## src/rtl/vx_tcu_uop_seq.sv

```systemverilog
// Tensor-core micro-op sequencer: expands one whole-tile MMA instruction into
// M_STEPS x N_STEPS x K_STEPS micro-ops (n innermost, k outermost) on a valid/ready stream.
module vx_tcu_uop_seq #(
  parameter int M_STEPS = 2,
  parameter int N_STEPS = 2,
  parameter int K_STEPS = 2,
  parameter int A_SUB   = 2,
  parameter int B_SUB   = 2,
  parameter int META_W  = 64,
  parameter int RW      = 6
) (
  input  logic              clk,
  input  logic              reset,
  input  logic              in_valid,
  output logic              in_ready,
  input  logic [META_W-1:0] in_meta,
  input  logic [RW-1:0]     in_rd,
  input  logic [RW-1:0]     in_rs1,
  input  logic [RW-1:0]     in_rs2,
  input  logic [3:0]        in_fmt_s,
  input  logic [3:0]        in_fmt_d,
  output logic              out_valid,
  input  logic              out_ready,
  output logic [META_W-1:0] out_meta,
  output logic [3:0]        out_step_m,
  output logic [3:0]        out_step_n,
  output logic [3:0]        out_step_k,
  output logic [RW-1:0]     out_rd,
  output logic [RW-1:0]     out_rs1,
  output logic [RW-1:0]     out_rs2,
  output logic [RW-1:0]     out_rs3,
  output logic [3:0]        out_fmt_s,
  output logic [3:0]        out_fmt_d,
  output logic              out_sop,
  output logic              out_eop,
  output logic              busy
);

  typedef enum logic {
    IDLE  = 1'b0,
    ISSUE = 1'b1
  } state_e;

  localparam logic [3:0] M_LAST = 4'(M_STEPS - 1);
  localparam logic [3:0] N_LAST = 4'(N_STEPS - 1);
  localparam logic [3:0] K_LAST = 4'(K_STEPS - 1);
  localparam int A_SH = $clog2(A_SUB);
  localparam int B_SH = $clog2(B_SUB);

  state_e              state_q, state_d;
  logic [3:0]          m_q, m_d, n_q, n_d, k_q, k_d;
  logic [META_W-1:0]   meta_q, meta_d;
  logic [RW-1:0]       rd_base_q, rd_base_d;
  logic [RW-1:0]       rs1_base_q, rs1_base_d;
  logic [RW-1:0]       rs2_base_q, rs2_base_d;
  logic [3:0]          fmt_s_q, fmt_s_d, fmt_d_q, fmt_d_d;

  logic n_wrap, m_wrap, k_wrap, last_uop;

  // Accumulator D/C tiles are laid out m-major, one register per (m, n) sub-tile.
  function automatic logic [RW-1:0] rd_index(input logic [RW-1:0] base,
                                             input logic [3:0] m, input logic [3:0] n);
    logic [RW-1:0] off;
    off = RW'(m) * RW'(N_STEPS) + RW'(n);
    return base + off;
  endfunction

  // A operands pack A_SUB m-sub-blocks per register; each k step consumes M_STEPS/A_SUB registers.
  function automatic logic [RW-1:0] rs1_index(input logic [RW-1:0] base,
                                              input logic [3:0] k, input logic [3:0] m);
    logic [RW-1:0] off;
    off = RW'(k) * RW'(M_STEPS / A_SUB) + RW'(m >> A_SH);
    return base + off;
  endfunction

  function automatic logic [RW-1:0] rs2_index(input logic [RW-1:0] base,
                                              input logic [3:0] k, input logic [3:0] n);
    logic [RW-1:0] off;
    off = RW'(k) * RW'(N_STEPS / B_SUB) + RW'(n >> B_SH);
    return base + off;
  endfunction

  assign n_wrap   = (n_q == N_LAST);
  assign m_wrap   = (m_q == M_LAST);
  assign k_wrap   = (k_q == K_LAST);
  assign last_uop = n_wrap && m_wrap && k_wrap;

  always_comb begin
    state_d    = state_q;
    m_d        = m_q;
    n_d        = n_q;
    k_d        = k_q;
    meta_d     = meta_q;
    rd_base_d  = rd_base_q;
    rs1_base_d = rs1_base_q;
    rs2_base_d = rs2_base_q;
    fmt_s_d    = fmt_s_q;
    fmt_d_d    = fmt_d_q;
    in_ready   = 1'b0;
    out_valid  = 1'b0;
    case (state_q)
      IDLE: begin
        in_ready = 1'b1;
        if (in_valid) begin
          meta_d     = in_meta;
          rd_base_d  = in_rd;
          rs1_base_d = in_rs1;
          rs2_base_d = in_rs2;
          fmt_s_d    = in_fmt_s;
          fmt_d_d    = in_fmt_d;
          m_d        = 4'd0;
          n_d        = 4'd0;
          k_d        = 4'd0;
          state_d    = ISSUE;
        end
      end
      ISSUE: begin
        out_valid = 1'b1;
        if (out_ready) begin
          if (last_uop) state_d = IDLE;
          // n innermost, carrying into m, then into k
          if (!n_wrap) begin
            n_d = n_q + 4'd1;
          end else begin
            n_d = 4'd0;
            if (!m_wrap) begin
              m_d = m_q + 4'd1;
            end else begin
              m_d = 4'd0;
              k_d = k_wrap ? 4'd0 : k_q + 4'd1;
            end
          end
        end
      end
      default: state_d = IDLE;
    endcase
  end

  always_ff @(posedge clk) begin
    if (reset) begin
      state_q    <= IDLE;
      m_q        <= 4'd0;
      n_q        <= 4'd0;
      k_q        <= 4'd0;
      meta_q     <= '0;
      rd_base_q  <= '0;
      rs1_base_q <= '0;
      rs2_base_q <= '0;
      fmt_s_q    <= 4'd0;
      fmt_d_q    <= 4'd0;
    end else begin
      state_q    <= state_d;
      m_q        <= m_d;
      n_q        <= n_d;
      k_q        <= k_d;
      meta_q     <= meta_d;
      rd_base_q  <= rd_base_d;
      rs1_base_q <= rs1_base_d;
      rs2_base_q <= rs2_base_d;
      fmt_s_q    <= fmt_s_d;
      fmt_d_q    <= fmt_d_d;
    end
  end

  assign busy       = (state_q == ISSUE);
  assign out_meta   = meta_q;
  assign out_step_m = m_q;
  assign out_step_n = n_q;
  assign out_step_k = k_q;
  assign out_rd     = rd_index(rd_base_q, m_q, n_q);
  assign out_rs3    = out_rd;
  assign out_rs1    = rs1_index(rs1_base_q, k_q, m_q);
  assign out_rs2    = rs2_index(rs2_base_q, k_q, n_q);
  assign out_fmt_s  = fmt_s_q;
  assign out_fmt_d  = fmt_d_q;
  assign out_sop    = busy && (m_q == 4'd0) && (n_q == 4'd0) && (k_q == 4'd0);
  assign out_eop    = busy && last_uop;

endmodule

```

## config.mk

```make
export PLATFORM = sky130hd
export DESIGN_NAME = vx_tcu_uop_seq
export DESIGN_NICKNAME = d
export VERILOG_FILES = /design/src/rtl/vx_tcu_uop_seq.sv
export SDC_FILE = /design/constraint.sdc
export NUM_CORES = 1
export LEC_CHECK = 0
export CAP_MARGIN = 15
export CORE_ASPECT_RATIO = 0.9
export CORE_MARGIN = 10
export CORE_UTILIZATION = 40
export CTS_BUF_LIST = sky130_fd_sc_hd__clkbuf_4 sky130_fd_sc_hd__clkbuf_8
export CTS_CLUSTER_DIAMETER = 60
export DETAILED_ROUTE_END_ITERATION = 6
export PLACE_DENSITY = 0.81
export SETUP_SLACK_MARGIN = 0.1
export SLEW_MARGIN = 0
export SYNTH_ARGS = -nofsm -noshare
export SYNTH_HDL_FRONTEND = slang
export SYNTH_SLANG_ARGS = --single-unit
export TNS_END_PERCENT = 100
```

## constraint.sdc

```tcl
create_clock -name clk -period 2.79 [get_ports clk]
set_input_delay 0.4185 -clock clk [delete_from_list [all_inputs] [get_ports clk]]
set_output_delay 0.4185 -clock clk [all_outputs]
set_load 0.03 [all_outputs]
```

==> results of run 1 <==
routing by layer:
layer	up-vias	global-route usage	share of wire
met3	19	0.0960	0.10
met5	-	0	0
met4	0	0.0535	0.016
met1	2126	0.190	0.39
met2	176	0.321	0.50
li1	2196	-	-
worst max path at each step:
| stage | startpoint | to | slack (ps) | depth (start not counted) |
|---|---|---|---|---|
| 6_report | out_step_n[2]$_SDFFE_PP0P_ | out_rs2[5] | -130 | 7 |
| 5_1_grt | rd_base_q[1]$_SDFFE_PP0P_ | out_rd[5] | -240 | 10 |
| 4_1_cts | rd_base_q[1]$_SDFFE_PP0P_ | out_rs3[5] | -150 | 10 |
| 3_5_place_dp | out_step_k[1]$_SDFFE_PP0P_ | out_rs2[5] | 70 | 7 |
| 3_3_place_gp | out_step_k[1]$_SDFFE_PP0P_ | out_rs2[5] | 150 | 7 |
| 2_1_floorplan | out_step_n[1]$_SDFFE_PP0P_ | out_rs3[3] | -80 | 6 |
state kept, by name, summed over array words and instances (netlist names):
signal      count
busy            1
out_fmt_d       4
out_fmt_s       4
out_meta       64
out_step_k      4
out_step_m      4
out_step_n      4
rd_base_q       6
rs1_base_q      6
rs2_base_q      6
placed cells by master, fill, tap and decap left out, types with 2 or more instances in the layout:
| master | n |
|---|---|
| nand2_1 | 185 |
| clkdlybuf4s50_1 | 183 |
| a21oi_1 | 97 |
| dfxtp_1 | 92 |
| buf_4 | 27 |
| buf_6 | 14 |
| inv_1 | 13 |
| nor2_1 | 12 |
| ha_1 | 10 |
| clkbuf_8 | 10 |
| inv_2 | 7 |
| nor3_1 | 7 |
| nand3_1 | 7 |
| a21o_1 | 6 |
| a21oi_2 | 6 |
| xnor2_2 | 6 |
| fa_2 | 6 |
| fa_1 | 6 |
| dfxtp_4 | 6 |
| dfxtp_2 | 5 |
| xor2_1 | 4 |
| or3_1 | 4 |
| xnor2_1 | 3 |
| a31oi_1 | 3 |
| ha_4 | 3 |
| ha_2 | 3 |
| dlymetal6s2s_1 | 3 |
| dlygate4sd2_1 | 3 |
| nand4_1 | 2 |
| nand2b_1 | 2 |
| mux2_1 | 2 |
| a211oi_1 | 2 |
| clkinvlp_4 | 2 |
| inv_6 | 2 |
| clkinv_2 | 2 |
| buf_12 | 2 |
final cells by class:
type,count,area [um2],area share
well taps,152,190,0.0267
clock buffers,10,138,0.0193
flip-flops and latches,103,2090,0.294
repair buffers,232,2300,0.322
clock inverters,6,42.5,0.00597
inverters,20,75.1,0.0105
multi-input cells,389,2290,0.321
critical path, cell delays in order (launching register included):
cell     delay [ps]
dfxtp_4         380
fa_1            480
ha_2            210
fa_2            360
a21o_1          200
a21oi_2         190
xnor2_2         130
buf_6           150
metrics by stage:
| stage | util | setup TNS (ps) |
|---|---|---|
| final | 0.653 | -441 |
| after global routing | 0.653 | -1220 |
| after CTS | 0.640 | -678 |
| after detailed placement | 0.611 | 0 |
| after global placement | 0.611 | 0 |
| after floorplan | - | -155 |
Yosys cell counts, types with 3 or more instances:
cell and count:
a21o_1 6, a21oi_1 103, a31oi_1 3, buf_2 8, buf_4 8, clkbuf_1 26
dfxtp_1 103, fa_1 12, ha_1 16, inv_1 20, nand2_1 185, nand2b_1 3
nand3_1 7, nor2_1 12, nor3_1 7, or3_1 4, xnor2_1 9, xor2_1 4
repair_timing:
| action | CTS | global route |
|---|---|---|
| pin swaps | 14 | 16 |
| buffers inserted | 10 | 5 |
| resized for setup | 34 | 25 |
| endpoints found under the setup margin | 18 | 19 |
report_power, final:
group / internal [mW] / switching (mW)
Combinational: 0.337 / 0.401
Sequential: 1.54 / 0.0404
Clock: 0.352 / 0.522
Total: 2.23 / 0.963
cell families after synthesis:
logic type	count (synthesis)	synth area share
and+or+nand+nor	229	0.209
AOI/OAI and AO/OA	117	0.141
DFF	103	0.460
buffers and inverters	62	0.0609
adders and majority gates	28	0.0983
xor gates and xnor gates	13	0.0254
muxes	2	0.00503
==> flow_summary.html, run 1 <==
<table>
<tr><th>Metric</th><th>Value</th></tr>
<tr><th colspan="2">Clocking</th></tr>
<tr><td>Maximum number of buffers from clock root to sink</td><td>2</td></tr>
<tr><td>Clock input transition at the sequential cells of the worst setup and hold paths</td><td>100 ps</td></tr>
<tr><td># H-tree levels</td><td>3</td></tr>
<tr><td>TritonCTS clock tree</td><td>built</td></tr>
<tr><td>Clock latency on the worst-skew pair</td><td>380 ps</td></tr>
<tr><td>Number of clock sinks</td><td>between 100 and 150</td></tr>
<tr><td>Clock tree root buffer cell</td><td>clkbuf_8</td></tr>
<tr><td>TritonCTS buffer count</td><td>9</td></tr>
<tr><td>Cts hold-fix bufs</td><td>0</td></tr>
<tr><th colspan="2">Critical path</th></tr>
<tr><td>R2r worst-path depth</td><td>6</td></tr>
<tr><td>Nature of the critical path endpoint</td><td>output pin</td></tr>
<tr><td>Largest fanout on the critical path</td><td>4</td></tr>
<tr><td>FF-to-FF End</td><td>out_step_k[2]$_SDFFE_PP0P_</td></tr>
<tr><td>Worst R2R Setup Slack</td><td>roughly 760 ps</td></tr>
<tr><td>RR Startpoint</td><td>out_step_m[1]$_SDFFE_PP0P_</td></tr>
<tr><td>WS Path Type</td><td>reg -&gt; out</td></tr>
<tr><td>CP Data Arrival Time</td><td>2500 ps</td></tr>
<tr><td>Data required time of the worst path</td><td>2370 ps</td></tr>
<tr><td>Kind of start point of the critical path</td><td>register</td></tr>
<tr><th colspan="2">Placement</th></tr>
<tr><td>Count of input and output buffers</td><td>206</td></tr>
<tr><td>Post-Place Setup Slack</td><td>70.2 ps</td></tr>
<tr><td>Placed instance count</td><td>882</td></tr>
<tr><td>Detailed placer's ending HPWL</td><td>11.2 mm</td></tr>
<tr><td>RD Place Congestion</td><td>around 0.84</td></tr>
<tr><td>Cell area reported after detailed placement</td><td>6660 um2</td></tr>
<tr><th colspan="2">Cells and area</th></tr>
<tr><td>Number of non-filler instances in the completed layout</td><td>approximately 910</td></tr>
<tr><td>Ratio of cells with drive above 1 in the final layout</td><td>0.139</td></tr>
<tr><td>Layout Nets</td><td>877</td></tr>
<tr><td>Diode insertion count for antenna repair</td><td>0</td></tr>
<tr><td>P&amp;R area growth vs syn</td><td>58.9%</td></tr>
<tr><td>Total of fill cells in the finished design</td><td>slightly above 900</td></tr>
<tr><td>Summed area of non-filler cells in the final layout</td><td>roughly 7100 um2</td></tr>
<tr><th colspan="2">Floorplan</th></tr>
<tr><td>Floorplan Core Area</td><td>10900 um2</td></tr>
<tr><td>Area enclosed by the die boundary</td><td>15800 um2</td></tr>
<tr><td>Vertical extent of the die</td><td>120 um</td></tr>
<tr><td>Number of I/O pins</td><td>207</td></tr>
<tr><td>Die Span X</td><td>132 um</td></tr>
<tr><td>Initial cell density of the core</td><td>0.411</td></tr>
<tr><td>Rows</td><td>36</td></tr>
<tr><th colspan="2">Worst hold path</th></tr>
<tr><td>Terminating pin of the worst hold path</td><td>out_meta[45]$_SDFFE_PP0P_</td></tr>
<tr><td>Startpoint of the most critical hold path</td><td>out_meta[45]$_SDFFE_PP0P_</td></tr>
<tr><td>Path class of the lowest-slack min-delay path</td><td>reg -&gt; reg</td></tr>
<tr><td>Cell count of the worst hold path</td><td>2</td></tr>
<tr><th colspan="2">STA</th></tr>
<tr><td>Slew Limit Headroom</td><td>0.256</td></tr>
<tr><td>RSZ-0062 raised after global routing</td><td>true</td></tr>
<tr><td>Final-report max-slew violation count</td><td>0</td></tr>
<tr><td>Hold Vio Cnt, Final</td><td>0</td></tr>
<tr><td>Share of the cycle needed by the critical path after routing</td><td>1.05</td></tr>
<tr><td>Minimum clock period</td><td>2920 ps</td></tr>
<tr><td>Fmax achieved</td><td>~340 MHz</td></tr>
<tr><td>Number of setup violations in the final report</td><td>6</td></tr>
<tr><td>Worst-margin pin slew</td><td>1120 ps</td></tr>
<tr><td>Final Skew</td><td>3.95 ps</td></tr>
<tr><td>Fin worst setup slack</td><td>-126 ps</td></tr>
<tr><td>Final hold slack</td><td>between 400 and 500 ps</td></tr>
<tr><th colspan="2">Pwr</th></tr>
<tr><td>Worst supply voltage drop on vdd</td><td>between 400 and 500 uV</td></tr>
<tr><td>Leakage power figure</td><td>2.90 nW</td></tr>
<tr><td>Power density over the cells</td><td>448 nW/um2</td></tr>
<tr><td>Overall power after layout</td><td>3.19 mW</td></tr>
<tr><th colspan="2">Global route</th></tr>
<tr><td>Vias in the first global route</td><td>roughly 4600</td></tr>
<tr><td>Largest net degree at the start of global routing</td><td>106</td></tr>
<tr><td>Overall Global Routing Usage</td><td>0.184</td></tr>
<tr><td>Initial antenna violation count</td><td>0</td></tr>
<tr><td>Wire length of the first global-routing pass</td><td>between 20 and 25 mm</td></tr>
<tr><td>Overflow after GRT</td><td>0</td></tr>
<tr><th colspan="2">Routing</th></tr>
<tr><td>Total number of vias</td><td>roughly 4500</td></tr>
<tr><td>Routed WL</td><td>15.3 mm</td></tr>
<tr><td>Count of routing violations after the opening detailed-route iteration</td><td>323</td></tr>
<tr><td>DRC errors left</td><td>0</td></tr>
<tr><td>DR WL/cell</td><td>~17 um</td></tr>
<tr><td>Post-detailed-route via-to-cell ratio</td><td>4.95</td></tr>
<tr><td>Remaining antenna violation count after routing</td><td>0</td></tr>
<tr><td>DRT Pass-1 Iters</td><td>5</td></tr>
<tr><th colspan="2">Synth</th></tr>
<tr><td>Sequential area share after synthesis</td><td>0.460</td></tr>
<tr><td>Flop and latch count out of synthesis</td><td>a little over 100</td></tr>
<tr><td>Mean post-synth cell area</td><td>8.09 um2</td></tr>
<tr><td>Post-synth cell types</td><td>33</td></tr>
<tr><td>Fraction of synthesis flops using an asynchronous set or reset pin</td><td>0</td></tr>
<tr><td>Cell type contributing the most total cell area after synthesis</td><td>dfxtp_1</td></tr>
<tr><td>Cell count after synthesis</td><td>554</td></tr>
<tr><td>Yosys top cell area share</td><td>0.460</td></tr>
<tr><td>Mapped Nets</td><td>676</td></tr>
<tr><td>Post-Synthesis Cell Area</td><td>4480 um2</td></tr>
<tr><td>Ys flop type</td><td>dfxtp_1</td></tr>
<tr><td>Synthesis warning total</td><td>0</td></tr>
<tr><td>Number of enable-type register cells in the synthesized netlist</td><td>0</td></tr>
<tr><td>Ranking of synthesized cells by area</td><td>dfxtp_1, nand2_1, a21oi_1</td></tr>
<tr><th colspan="2">Outcome</th></tr>
<tr><td>Status</td><td>finished with violations</td></tr>
<tr><td>Failing checks</td><td>negative setup slack</td></tr>
<tr><th colspan="2">Run</th></tr>
<tr><td>Max-cap violations</td><td>0</td></tr>
</table>
Note: power is estimated with default switching activity, not from simulation.
==> run 2: changes to the inputs <==
Settings changed: REMOVE_ABC_BUFFERS set to 1.
==> run 2 against run 1 <==
The flow still finishes with violations (negative setup slack). Non-clock buffer count stayed put. Design area is 1.4% lower. Clock power is 0.8% lower. First-iteration DRC count is 8.7% lower. Register-to-register slack hardly changed. Worst hold slack better by 2.5 ps. Sequential share of layout area is 0.39 points higher. Critical path depth is 2 higher. Final cell count is 0.11% lower. Fmax is 1.2% higher. Critical endpoint is now out_rs1[5]. Largest cell class unchanged. Largest power group unchanged. Highest routed layer unchanged.
==> flow_summary.html, run 2 (synthesis gave the netlist of run 1 again) <==
<table>
<tr><th>Metric</th><th>Value</th></tr>
<tr><th colspan="2">Outcome</th></tr>
<tr><td>Status</td><td>finished with violations</td></tr>
<tr><td>Failing checks</td><td>negative setup slack</td></tr>
<tr><th colspan="2">Clocking</th></tr>
<tr><td>Number of clock sinks</td><td>approximately 100</td></tr>
<tr><td>TritonCTS buffer count</td><td>9</td></tr>
<tr><td>Clock tree root buffer cell</td><td>clkbuf_8</td></tr>
<tr><td>Clock latency on the worst-skew pair</td><td>380 ps</td></tr>
<tr><td>TritonCTS clock tree</td><td>built</td></tr>
<tr><td># H-tree levels</td><td>3</td></tr>
<tr><td>Clock input transition at the sequential cells of the worst setup and hold paths</td><td>100 ps</td></tr>
<tr><td>Maximum number of buffers from clock root to sink</td><td>2</td></tr>
<tr><td>Cts hold-fix bufs</td><td>0</td></tr>
<tr><th colspan="2">Placement</th></tr>
<tr><td>Count of input and output buffers</td><td>206</td></tr>
<tr><td>Detailed placer's ending HPWL</td><td>11.4 mm</td></tr>
<tr><td>Cell area reported after detailed placement</td><td>roughly 6600 um2</td></tr>
<tr><td>RD Place Congestion</td><td>0.863</td></tr>
<tr><th colspan="2">STA</th></tr>
<tr><td>Final-report max-slew violation count</td><td>0</td></tr>
<tr><td>Final Skew</td><td>12.6 ps</td></tr>
<tr><td>RSZ-0062 raised after global routing</td><td>true</td></tr>
<tr><td>Slew Limit Headroom</td><td>0.486</td></tr>
<tr><td>Share of the cycle needed by the critical path after routing</td><td>1.03</td></tr>
<tr><td>Fmax achieved</td><td>347 MHz</td></tr>
<tr><td>Worst-margin pin slew</td><td>772 ps</td></tr>
<tr><td>Minimum clock period</td><td>2880 ps</td></tr>
<tr><td>Number of setup violations in the final report</td><td>6</td></tr>
<tr><td>Fin worst setup slack</td><td>-91.0 ps</td></tr>
<tr><td>Hold Vio Cnt, Final</td><td>0</td></tr>
<tr><th colspan="2">Worst hold path</th></tr>
<tr><td>Terminating pin of the worst hold path</td><td>out_meta[31]$_SDFFE_PP0P_</td></tr>
<tr><td>Startpoint of the most critical hold path</td><td>out_meta[31]$_SDFFE_PP0P_</td></tr>
<tr><td>Path class of the lowest-slack min-delay path</td><td>reg -&gt; reg</td></tr>
<tr><td>Cell count of the worst hold path</td><td>2</td></tr>
<tr><th colspan="2">Floorplan</th></tr>
<tr><td>Rows</td><td>36</td></tr>
<tr><td>Area enclosed by the die boundary</td><td>15800 um2</td></tr>
<tr><td>Die Span X</td><td>132 um</td></tr>
<tr><td>Floorplan Core Area</td><td>approximately 11000 um2</td></tr>
<tr><td>Vertical extent of the die</td><td>120 um</td></tr>
<tr><td>Number of I/O pins</td><td>between 200 and 250</td></tr>
<tr><td>Initial cell density of the core</td><td>0.411</td></tr>
<tr><th colspan="2">Global route</th></tr>
<tr><td>Initial antenna violation count</td><td>0</td></tr>
<tr><td>Largest net degree at the start of global routing</td><td>75</td></tr>
<tr><td>Vias in the first global route</td><td>approximately 4700</td></tr>
<tr><td>Overflow after GRT</td><td>0</td></tr>
<tr><td>Wire length of the first global-routing pass</td><td>24.3 mm</td></tr>
<tr><td>Overall Global Routing Usage</td><td>0.189</td></tr>
<tr><th colspan="2">Critical path</th></tr>
<tr><td>Kind of start point of the critical path</td><td>register</td></tr>
<tr><td>R2r worst-path depth</td><td>6</td></tr>
<tr><td>Nature of the critical path endpoint</td><td>output pin</td></tr>
<tr><td>CP Data Arrival Time</td><td>~2500 ps</td></tr>
<tr><td>Largest fanout on the critical path</td><td>3</td></tr>
<tr><td>FF-to-FF End</td><td>out_step_k[2]$_SDFFE_PP0P_</td></tr>
<tr><td>Top cell by count, worst path</td><td>inv_2</td></tr>
<tr><td>Data required time of the worst path</td><td>2370 ps</td></tr>
<tr><td>Maximum cell stage delay along the critical path</td><td>550 ps</td></tr>
<tr><td>Master of the slowest instance on the critical path</td><td>fa_1</td></tr>
<tr><td>RR Startpoint</td><td>out_step_m[1]$_SDFFE_PP0P_</td></tr>
<tr><td>WS Path Type</td><td>reg -&gt; out</td></tr>
<tr><td>Cell breakdown of the critical path</td><td>fa_1 &gt; ha_2 &gt; inv_2 &gt; fa_2 &gt; inv_2 &gt; a21o_1 &gt; a21oi_2 &gt; xnor2_1 &gt; buf_4</td></tr>
<tr><td>Worst R2R Setup Slack</td><td>between 700 and 800 ps</td></tr>
<tr><th colspan="2">Routing</th></tr>
<tr><td>DR WL/cell</td><td>16.9 um</td></tr>
<tr><td>Routed WL</td><td>15.4 mm</td></tr>
<tr><td>Remaining antenna violation count after routing</td><td>0</td></tr>
<tr><td>Highest metal layer with signal wires</td><td>met4</td></tr>
<tr><td>Post-detailed-route via-to-cell ratio</td><td>around 5</td></tr>
<tr><td>Count of routing violations after the opening detailed-route iteration</td><td>295</td></tr>
<tr><td>DRT Pass-1 Iters</td><td>4</td></tr>
<tr><td>Met3 wirelength from detailed routing</td><td>1.71 mm</td></tr>
<tr><td>Wire length on met1</td><td>between 5 and 6 mm</td></tr>
<tr><td>Routed length on met2</td><td>about 7.6 mm</td></tr>
<tr><td>DRC errors left</td><td>0</td></tr>
<tr><td>Total number of vias</td><td>4509</td></tr>
<tr><th colspan="2">Cells and area</th></tr>
<tr><td>Ratio of cells with drive above 1 in the final layout</td><td>0.123</td></tr>
<tr><td>Layout Nets</td><td>877</td></tr>
<tr><td>P&amp;R area growth vs syn</td><td>56.6%</td></tr>
<tr><td>Total of fill cells in the finished design</td><td>925</td></tr>
<tr><td>Summed area of non-filler cells in the final layout</td><td>~7000 um2</td></tr>
<tr><td>Diode insertion count for antenna repair</td><td>0</td></tr>
<tr><td>Largest register FFs</td><td>64</td></tr>
<tr><td>Commonest non-fill, non-tap cells in the layout</td><td>nand2_1, clkdlybuf4s50_1, a21oi_1</td></tr>
<tr><td>Commonest non-fill, non-tap cell in the layout</td><td>nand2_1</td></tr>
<tr><th colspan="2">Pwr</th></tr>
<tr><td>Power density over the cells</td><td>452 nW/um2</td></tr>
<tr><td>Leakage power figure</td><td>between 2 and 3 nW</td></tr>
<tr><td>Worst supply voltage drop on vdd</td><td>about 460 uV</td></tr>
<tr><td>Overall power after layout</td><td>3.17 mW</td></tr>
<tr><th colspan="2">Run</th></tr>
<tr><td>Max-cap violations</td><td>0</td></tr>
</table>
[run 2: cell count changes in the layout (fill, tap and decap cells not counted), sizes merged]
cell and change:
inv -1, clkbuf +1, clkinv +1, dlymetal6s2s +1, clkinvlp -2, dlygate4sd2 -1
[run 2: per-stage QoR]
step | setup WS (ps) | instances | setup TNS, ps | util | hold slack (ps)
floorplan | -1840 | 512 | -130270 | - | 430
global placement | 137 | 883 | 0 | 0.606 | 441
detailed placement | 80.1 | 883 | 0 | 0.606 | 446
CTS | -131 | 907 | -576 | 0.636 | 459
global route | -216 | 911 | -1320 | 0.644 | 472
finish | -91.0 | 911 | -372 | 0.644 | 459
[run 2: critical path: cells and delay by family (launching register included)]
kind                       cells  cell delay, ps
xor gates and xnor gates       1             150
DFF                            1             370
buffers and inverters          3             270
adders and majority gates      3            1130
AOI/OAI and AO/OA              2             170
[run 2: area by class of cell]
class                   count  area (um2)  area share
clock buffers              11         139      0.0198
multi-input cells         389        2220       0.317
well taps                 152         190      0.0271
flip-flops and latches    103        2090       0.298
clock inverters             4        31.3     0.00446
repair buffers            232        2270       0.324
inverters                  20        75.1      0.0107
[run 2: where the power goes]
group / internal, mW / switching (mW)
sequential: 1.54 / 0.0421
combinational: 0.322 / 0.398
clock: 0.345 / 0.522
total: 2.21 / 0.962
[run 2: worst max-delay path by stage]
stage,startpoint,endpoint,slack (ps),depth (start not counted)
floorplan,busy$_SDFF_PP0_,out_step_m[2]$_SDFFE_PP0P_,-1840,4
global placement,out_step_m[1]$_SDFFE_PP0P_,out_rs1[5],140,11
detailed placement,out_step_m[1]$_SDFFE_PP0P_,out_rs1[5],80,11
CTS,rd_base_q[1]$_SDFFE_PP0P_,out_rs3[5],-130,9
global route,out_step_k[1]$_SDFFE_PP0P_,out_rs1[5],-220,9
finish,out_step_k[1]$_SDFFE_PP0P_,out_rs1[5],-90,9
[run 2: repair_timing]
item / in CTS / in global routing
buffers inserted: 9 / 5
pin swaps: 18 / 23
endpoints found under the setup margin: 19 / 18
resized for setup: 34 / 19
[run 2: layer usage]
layer  vias to the layer above  GRT usage
li1                       2191          -
met5                         -          0
met1                      2113      0.191
met2                       185      0.330
met3                        20     0.0998
met4                         0     0.0653
